**src/rtl/slave_fifo_tx_arbiter_pkg.sv**
```systemverilog
// ============================================================================
// Module : slave_fifo_tx_arbiter_pkg
// Brief  : Shared state encoding, index width and header constant for the
//          Slave FIFO transmit arbiter and its read/write engine.
// Rev    : 1.0 - initial release
// ============================================================================
`default_nettype none

package slave_fifo_tx_arbiter_pkg;

    localparam int SRC_IDX_W = 3;
    localparam int MAX_SRC   = 1 << SRC_IDX_W;

    localparam logic [15:0] HDR_PREFIX = 16'h4444;

    typedef enum logic [1:0] {
        ST_IDLE    = 2'd0,
        ST_GRANT   = 2'd1,
        ST_RELEASE = 2'd2
    } arb_state_t;

endpackage

`default_nettype wire

```
**src/rtl/slave_fifo_tx_arbiter_rr_pick.sv**
```systemverilog
// ============================================================================
// Module : slave_fifo_tx_arbiter_rr_pick
// Brief  : Combinational round-robin picker: first set request searching
//          upward from i_ptr+1, wrapping modulo N_SRC.
// Rev    : 1.0 - initial release
// ============================================================================
`default_nettype none

module slave_fifo_tx_arbiter_rr_pick
    import slave_fifo_tx_arbiter_pkg::*;
#(
    parameter int N_SRC = 4
) (
    input  logic [N_SRC-1:0]     i_req,
    input  logic [SRC_IDX_W-1:0] i_ptr,
    output logic [SRC_IDX_W-1:0] o_idx,
    output logic                 o_valid
);

    localparam int CW = SRC_IDX_W + 1;

    logic [MAX_SRC-1:0] w_req_pad;
    logic [CW-1:0]      w_cand;

    assign w_req_pad = MAX_SRC'(i_req);

    always_comb begin
        o_idx   = '0;
        o_valid = 1'b0;
        w_cand  = '0;
        for (int k = 1; k <= N_SRC; k++) begin
            w_cand = {1'b0, i_ptr} + CW'(k);
            if (w_cand >= CW'(N_SRC)) begin
                w_cand = w_cand - CW'(N_SRC);
            end
            if (!o_valid && w_req_pad[w_cand[SRC_IDX_W-1:0]]) begin
                o_valid = 1'b1;
                o_idx   = w_cand[SRC_IDX_W-1:0];
            end
        end
    end

endmodule

`default_nettype wire

```
**src/rtl/slave_fifo_tx_arbiter.sv**
```systemverilog
// ============================================================================
// Module : slave_fifo_tx_arbiter
// Brief  : Round-robin share of the Slave FIFO write path among N_SRC message
//          sources. Optional grant watchdog: SLAVE_FIFO_ARB_WDOG_EN.
// Rev    : 1.0 - initial release
// ============================================================================
`default_nettype none

module slave_fifo_tx_arbiter
    import slave_fifo_tx_arbiter_pkg::*;
#(
    parameter int N_SRC       = 4,
    parameter int RELEASE_GAP = 2,
    parameter int WDOG_CYCLES = 4096
) (
    input  logic                 i_clk,
    input  logic                 i_rst_n,
    input  logic [N_SRC-1:0]     i_src_full_msg,
    input  logic [8*N_SRC-1:0]   i_src_len,
    input  logic [16*N_SRC-1:0]  i_src_q,
    output logic [N_SRC-1:0]     o_src_rd_req,
    output logic [N_SRC-1:0]     o_src_done,
    output logic                 o_got_full_msg,
    output logic [7:0]           o_msg_len,
    output logic [15:0]          o_fifo_q,
    input  logic                 i_rd_req,
    input  logic                 i_msg_sent,
    output logic [SRC_IDX_W-1:0] o_grant_id,
    output logic                 o_busy,
    output logic                 o_wdog_err
);

    localparam int                GAP_W    = (RELEASE_GAP > 0) ? $clog2(RELEASE_GAP + 1) : 1;
    localparam logic [GAP_W-1:0]  GAP_LAST = GAP_W'(RELEASE_GAP);

    arb_state_t           r_state, w_next;
    logic [SRC_IDX_W-1:0] r_ptr, r_grant_id;
    logic [7:0]           r_msg_len;
    logic                 r_got;
    logic [N_SRC-1:0]     r_src_done;
    logic [GAP_W-1:0]     r_gap;
    logic [SRC_IDX_W-1:0] w_pick_idx;
    logic                 w_pick_valid;
    logic                 w_timeout;
    logic [7:0]           w_len [MAX_SRC];
    logic [15:0]          w_q   [MAX_SRC];

    // Pad to a power-of-two table so the 3-bit grant index never goes out of range.
    for (genvar i = 0; i < MAX_SRC; i++) begin : g_unpack
        if (i < N_SRC) begin : g_src
            assign w_len[i] = i_src_len[8*i +: 8];
            assign w_q[i]   = i_src_q[16*i +: 16];
        end else begin : g_pad
            assign w_len[i] = 8'h00;
            assign w_q[i]   = 16'h0000;
        end
    end

    slave_fifo_tx_arbiter_rr_pick #(.N_SRC(N_SRC)) u_rr_pick (
        .i_req   (i_src_full_msg),
        .i_ptr   (r_ptr),
        .o_idx   (w_pick_idx),
        .o_valid (w_pick_valid)
    );

`ifdef SLAVE_FIFO_ARB_WDOG_EN
    localparam logic [15:0] WDOG_LAST = 16'(WDOG_CYCLES - 1);

    logic [15:0] r_wdog_cnt;
    logic        r_wdog_err;

    assign w_timeout  = (r_state == ST_GRANT) && (r_wdog_cnt == WDOG_LAST);
    assign o_wdog_err = r_wdog_err;

    always_ff @(posedge i_clk or negedge i_rst_n) begin
        if (!i_rst_n) begin
            r_wdog_cnt <= '0;
            r_wdog_err <= 1'b0;
        end else begin
            if (r_state != ST_GRANT) begin
                r_wdog_cnt <= '0;
            end else begin
                r_wdog_cnt <= r_wdog_cnt + 16'd1;
            end
            if (w_timeout && !i_msg_sent) begin
                r_wdog_err <= 1'b1;
            end
        end
    end
`else
    assign w_timeout  = 1'b0;
    assign o_wdog_err = 1'b0;
`endif

    always_ff @(posedge i_clk or negedge i_rst_n) begin
        if (!i_rst_n) begin
            r_state <= ST_IDLE;
        end else begin
            r_state <= w_next;
        end
    end

    always_comb begin
        w_next = r_state;
        case (r_state)
            ST_IDLE:    if (w_pick_valid)             w_next = ST_GRANT;
            ST_GRANT:   if (i_msg_sent || w_timeout)  w_next = ST_RELEASE;
            ST_RELEASE: if (r_gap >= GAP_LAST)        w_next = ST_IDLE;
            default:                                  w_next = ST_IDLE;
        endcase
    end

    always_ff @(posedge i_clk or negedge i_rst_n) begin
        if (!i_rst_n) begin
            r_ptr      <= SRC_IDX_W'(N_SRC - 1);
            r_grant_id <= '0;
            r_msg_len  <= '0;
            r_got      <= 1'b0;
            r_src_done <= '0;
            r_gap      <= '0;
        end else begin
            r_src_done <= '0;
            case (r_state)
                ST_IDLE: begin
                    if (w_pick_valid) begin
                        r_grant_id <= w_pick_idx;
                        r_msg_len  <= w_len[w_pick_idx];
                        r_got      <= 1'b1;
                    end
                end
                ST_GRANT: begin
                    // MSG_SENT takes precedence over a coincident watchdog expiry.
                    if (i_msg_sent) begin
                        r_got      <= 1'b0;
                        r_src_done <= N_SRC'(1) << r_grant_id;
                        r_ptr      <= r_grant_id;
                        r_gap      <= '0;
                    end else if (w_timeout) begin
                        r_got      <= 1'b0;
                        r_ptr      <= r_grant_id;
                        r_gap      <= '0;
                    end
                end
                ST_RELEASE: begin
                    if (r_gap < GAP_LAST) begin
                        r_gap <= r_gap + GAP_W'(1);
                    end
                end
                default: ;
            endcase
        end
    end

    assign o_busy         = (r_state != ST_IDLE);
    assign o_got_full_msg = r_got;
    assign o_msg_len      = r_msg_len;
    assign o_grant_id     = r_grant_id;
    assign o_src_done     = r_src_done;
    assign o_fifo_q       = (r_state == ST_GRANT) ? w_q[r_grant_id] : 16'h0000;
    assign o_src_rd_req   = (r_state == ST_GRANT && i_rd_req) ? (N_SRC'(1) << r_grant_id) : '0;

endmodule

`default_nettype wire

```
**config.mk**
```make
export PLATFORM = sky130hd
export DESIGN_NAME = slave_fifo_tx_arbiter
export DESIGN_NICKNAME = d
export VERILOG_FILES = /design/src/rtl/slave_fifo_tx_arbiter_pkg.sv /design/src/rtl/slave_fifo_tx_arbiter_rr_pick.sv /design/src/rtl/slave_fifo_tx_arbiter.sv
export SDC_FILE = /design/constraint.sdc
export NUM_CORES = 1
export LEC_CHECK = 0
export ABC_AREA = 1
export BUFFER_PORTS_ARGS = -buffer_cell sky130_fd_sc_hd__clkbuf_2
export CORE_MARGIN = 2
export CORE_UTILIZATION = 38
export DETAILED_ROUTE_END_ITERATION = 10
export PLACE_DENSITY = 0.78
export SYNTH_ARGS = -nofsm -noshare
export SYNTH_HDL_FRONTEND = slang
export SYNTH_SLANG_ARGS = --single-unit
```
**constraint.sdc**
```tcl
create_clock -name i_clk -period 2.3 [get_ports i_clk]
set_input_delay 0.115 -clock i_clk [delete_from_list [all_inputs] [get_ports i_clk]]
set_output_delay 0.115 -clock i_clk [all_outputs]
set_load 0.02 [all_outputs]
```
==> run metrics <==
Avg Synthesized Cell Area=between 6 and 7 sq um; total power=roughly 5200 uW; FF+latch count, synth=23; met2 capacity usage during global routing=36.1%; distinct cell type count of the synthesized netlist=30; number of remaining DRC errors=0; switching share of total power=57.1%; largest family of logic cells by synthesized area=simple AND/OR/NAND/NOR gates; post-route setup slack=73.6 ps; total count of max-transition violations in the final report=0; Die Area=about 0.0060 sq mm; GR Util All Layers=between 20% and 30%; Final Cycle Share=96.8%; path type of the worst min-delay path=in2reg; required arrival time at the worst endpoint=2500 ps; switching power=2980 uW; clock network power share=between 4 and 5%; xor/xnor cell area share of the yosys netlist=0%; Worst setup EP type=register; result of the run=finished, final reports clean; total nets after synthesis=between 400 and 500; Adder-Cell Fraction of Synth Area=approximately 1.8%; sequential group share of total power=13.9%; Inserted Clock Buffers=3; dominant cell type by area after synthesis=dfrtp_1; tightest hold margin=around 110 ps; worst ir drop on vdd=a little under 0.0009 V; ports placed on the boundary=approximately 140; leading cell types by total area after synthesis=dfrtp_1 26%, nand3_1 17%, nand2_1 12%; clock sink count=23; share of post-route cells with drive strength above 1=between 40% and 50%; std cell rows=26; vias in the first global route=2395; I/O Buffers=140; portion of the post-synthesis area used by sequential elements=28.2%; path type of the worst setup path=reg2reg; Most Crowded Layer GR=met2; Initial Util=roughly 40%; CTS Root Buffer Type=clkbuf_8; ANT cells=0; relative max-transition margin=59.9%; global-route wire length before repair=10.5 mm; worst slack at placement=-27.2 ps; leakage component of the power=0.00171 uW; Net count, final=567; Pwr Density=1710 mW/mm^2; residual antenna-violating net count after detailed routing=0; met1 track utilization from global routing=27.1%; wire per inst=between 10 and 15 um; post-synthesis simple-gate area fraction=43.6%; power share of the combinational group=approximately four fifths; mapped cell area=0.00205 sq mm; utilization after layout=between 50% and 60%; Max H-tree Level=1; Setup-failing EPs final=0; mux share of post-synthesis cell area=0%; Max clock buf depth=2; pin count of the biggest net entering global routing=26; Compound-Gate Fraction of Synth Area=12.7%; # Max-Cap Violations=0; met3 track demand over resource=under 10%; number of failing hold endpoints at the final stage=0; total via count after detailed routing=2651; wire length after detailed routing=6.93 mm; placeable core area=0.00517 sq mm; number of standard cells in the layout, taps in and fillers out=529; P_int=between 2000 and 2500 uW; weighted congestion reported at the end of routability-driven placement=0.913; first-pass iteration count of the detailed router=4; detailed placer's ending HPWL=4.99 mm; TritonCTS clock tree=yes; Die Height=77.4 um; antenna violations before repair=0; die width=77.4 um; Starting DRT DRC Count=about 150; Tightest Pin Transition=601 ps; Tmin final=2230 ps; clock transition at the registers of the reported paths=roughly 80 ps; worst-path maximum fanout=7; yosys warns=0; sum of overflow across all layers after global routing=0; kind of launch point of the worst setup path=register; proportion of netlist area held by the largest area contributor=between 20% and 30%; layout overhead on the synthesized area=49.1%; clock latency on the worst-skew pair=260 ps; crit path DAT=approximately 2400 ps; clock tree skew after final layout=1.61 ps; Max Fclk=449 MHz; Mapped Cells=313; number of placed cells counting well taps=519; average via count per standard cell=5.01
-- per-layer routing --
layer	wire, um	vias to the layer above
met3	545	13
met4	84	0
li1	-	1328
met2	3440	126
met1	2860	1184
met5	0	-
-- Yosys cell counts, drive strengths merged --
cell / n
clkbuf: 7
clkinv: 2
or2: 8
nand2: 74
dfrtp: 21
nand3: 73
nand4: 4
a21oi: 1
nor2: 25
dfstp: 2
inv: 45
a22oi: 16
ha: 3
o21ai: 7
conb: 1
a31oi: 16
buf: 8
-- power by group through the flow --
stage / combinational (uW) / sequential, uW / clock [uW]
after detailed placement: 3580 / 724 / 0
final: 4240 / 722 / 254
after global placement: 3500 / 724 / 0
after global routing: 4660 / 744 / 271
after CTS: 3700 / 721 / 262
after floorplan: 2630 / 829 / 0
-- final timing paths --
kind	from	endpoint	slack [ps]	cells past startpoint
worst max-delay path	r_ptr[0]	o_msg_len[3]	70	14
worst min-delay path	i_msg_sent	r_state[0]	110	2
worst max register to register	r_ptr[0]	o_msg_len[3]	70	14
worst min register to register	o_msg_len[7]	o_msg_len[7]	490	2
max in group asynchronous	i_rst_n	o_msg_len[4]	1520	2
min in group asynchronous	i_rst_n	r_ptr[2]	390	2
-- layout by cell type, fill, tap and decap left out, types with 2 or more instances in the layout --
cell type	count
nand3_4	5
inv_1	41
a22oi_1	16
ha_1	2
nand2_1	64
dfstp_2	2
or2_0	3
nand3_1	58
nand3_2	10
nand4_1	3
buf_4	14
dfrtp_1	21
inv_2	3
a31oi_1	16
nor2_1	22
or2_2	5
clkbuf_2	140
clkbuf_8	3
nand2_4	4
nor2_2	2
o21ai_0	7
nand2_2	6
-- per-stage QoR --
step | TNS [ps] | instance area [sq um]
5_1_grt | -105 | 3060
2_1_floorplan | 0 | 2050
6_report | 0 | 3060
4_1_cts | 0 | 2910
3_5_place_dp | -90.2 | 2830
3_3_place_gp | 0 | 2830
-- timing repair --
item	in CTS	in global routing
endpoints found under the hold margin	21	0
gates resized for setup	5	18
hold buffers	1	0
endpoints found under the setup margin	4	12
pin swaps	1	13
buffers inserted	0	4
cloned	0	1
-- state kept, by name, indices dropped and copies added (netlist names) --
name            count
o_got_full_msg      1
o_grant_id          3
o_src_done          4
o_msg_len           8
r_state             2
r_ptr               3
r_gap               2
-- final cells by class --
type,count,area (sq um)
flip-flops and latches,23,578
inverters,47,186
clock inverters,1,5.00
well taps,70,87.6
repair buffers,156,827
clock buffers,3,41.3
fillers,488,2120
multi-input cells,229,1330
-- cells by family (layout without fill, tap and decap cells) --
kind of cell,count (synthesis),after routing
AOI/OAI and AO/OA,40,40
adders and majority gates,3,3
buffers and inverters,62,207
DFF,23,23
other,1,1
and+or+nand+nor,184,185
-- worst max-delay path: stages (launching register included) --
cell and delay [ps]:
dfstp_2 580, inv_6 60, ha_4 290, inv_2 70
nand3_4 80, nand3_4 150, nand2_4 140, nand2_1 70
nand2_1 70, nand3_2 90, nand2_4 110, clkinv_4 80
nor2_4 210, nand3_2 100, nand3_1 70
No activity file was read; power rests on OpenSTA's default activity.
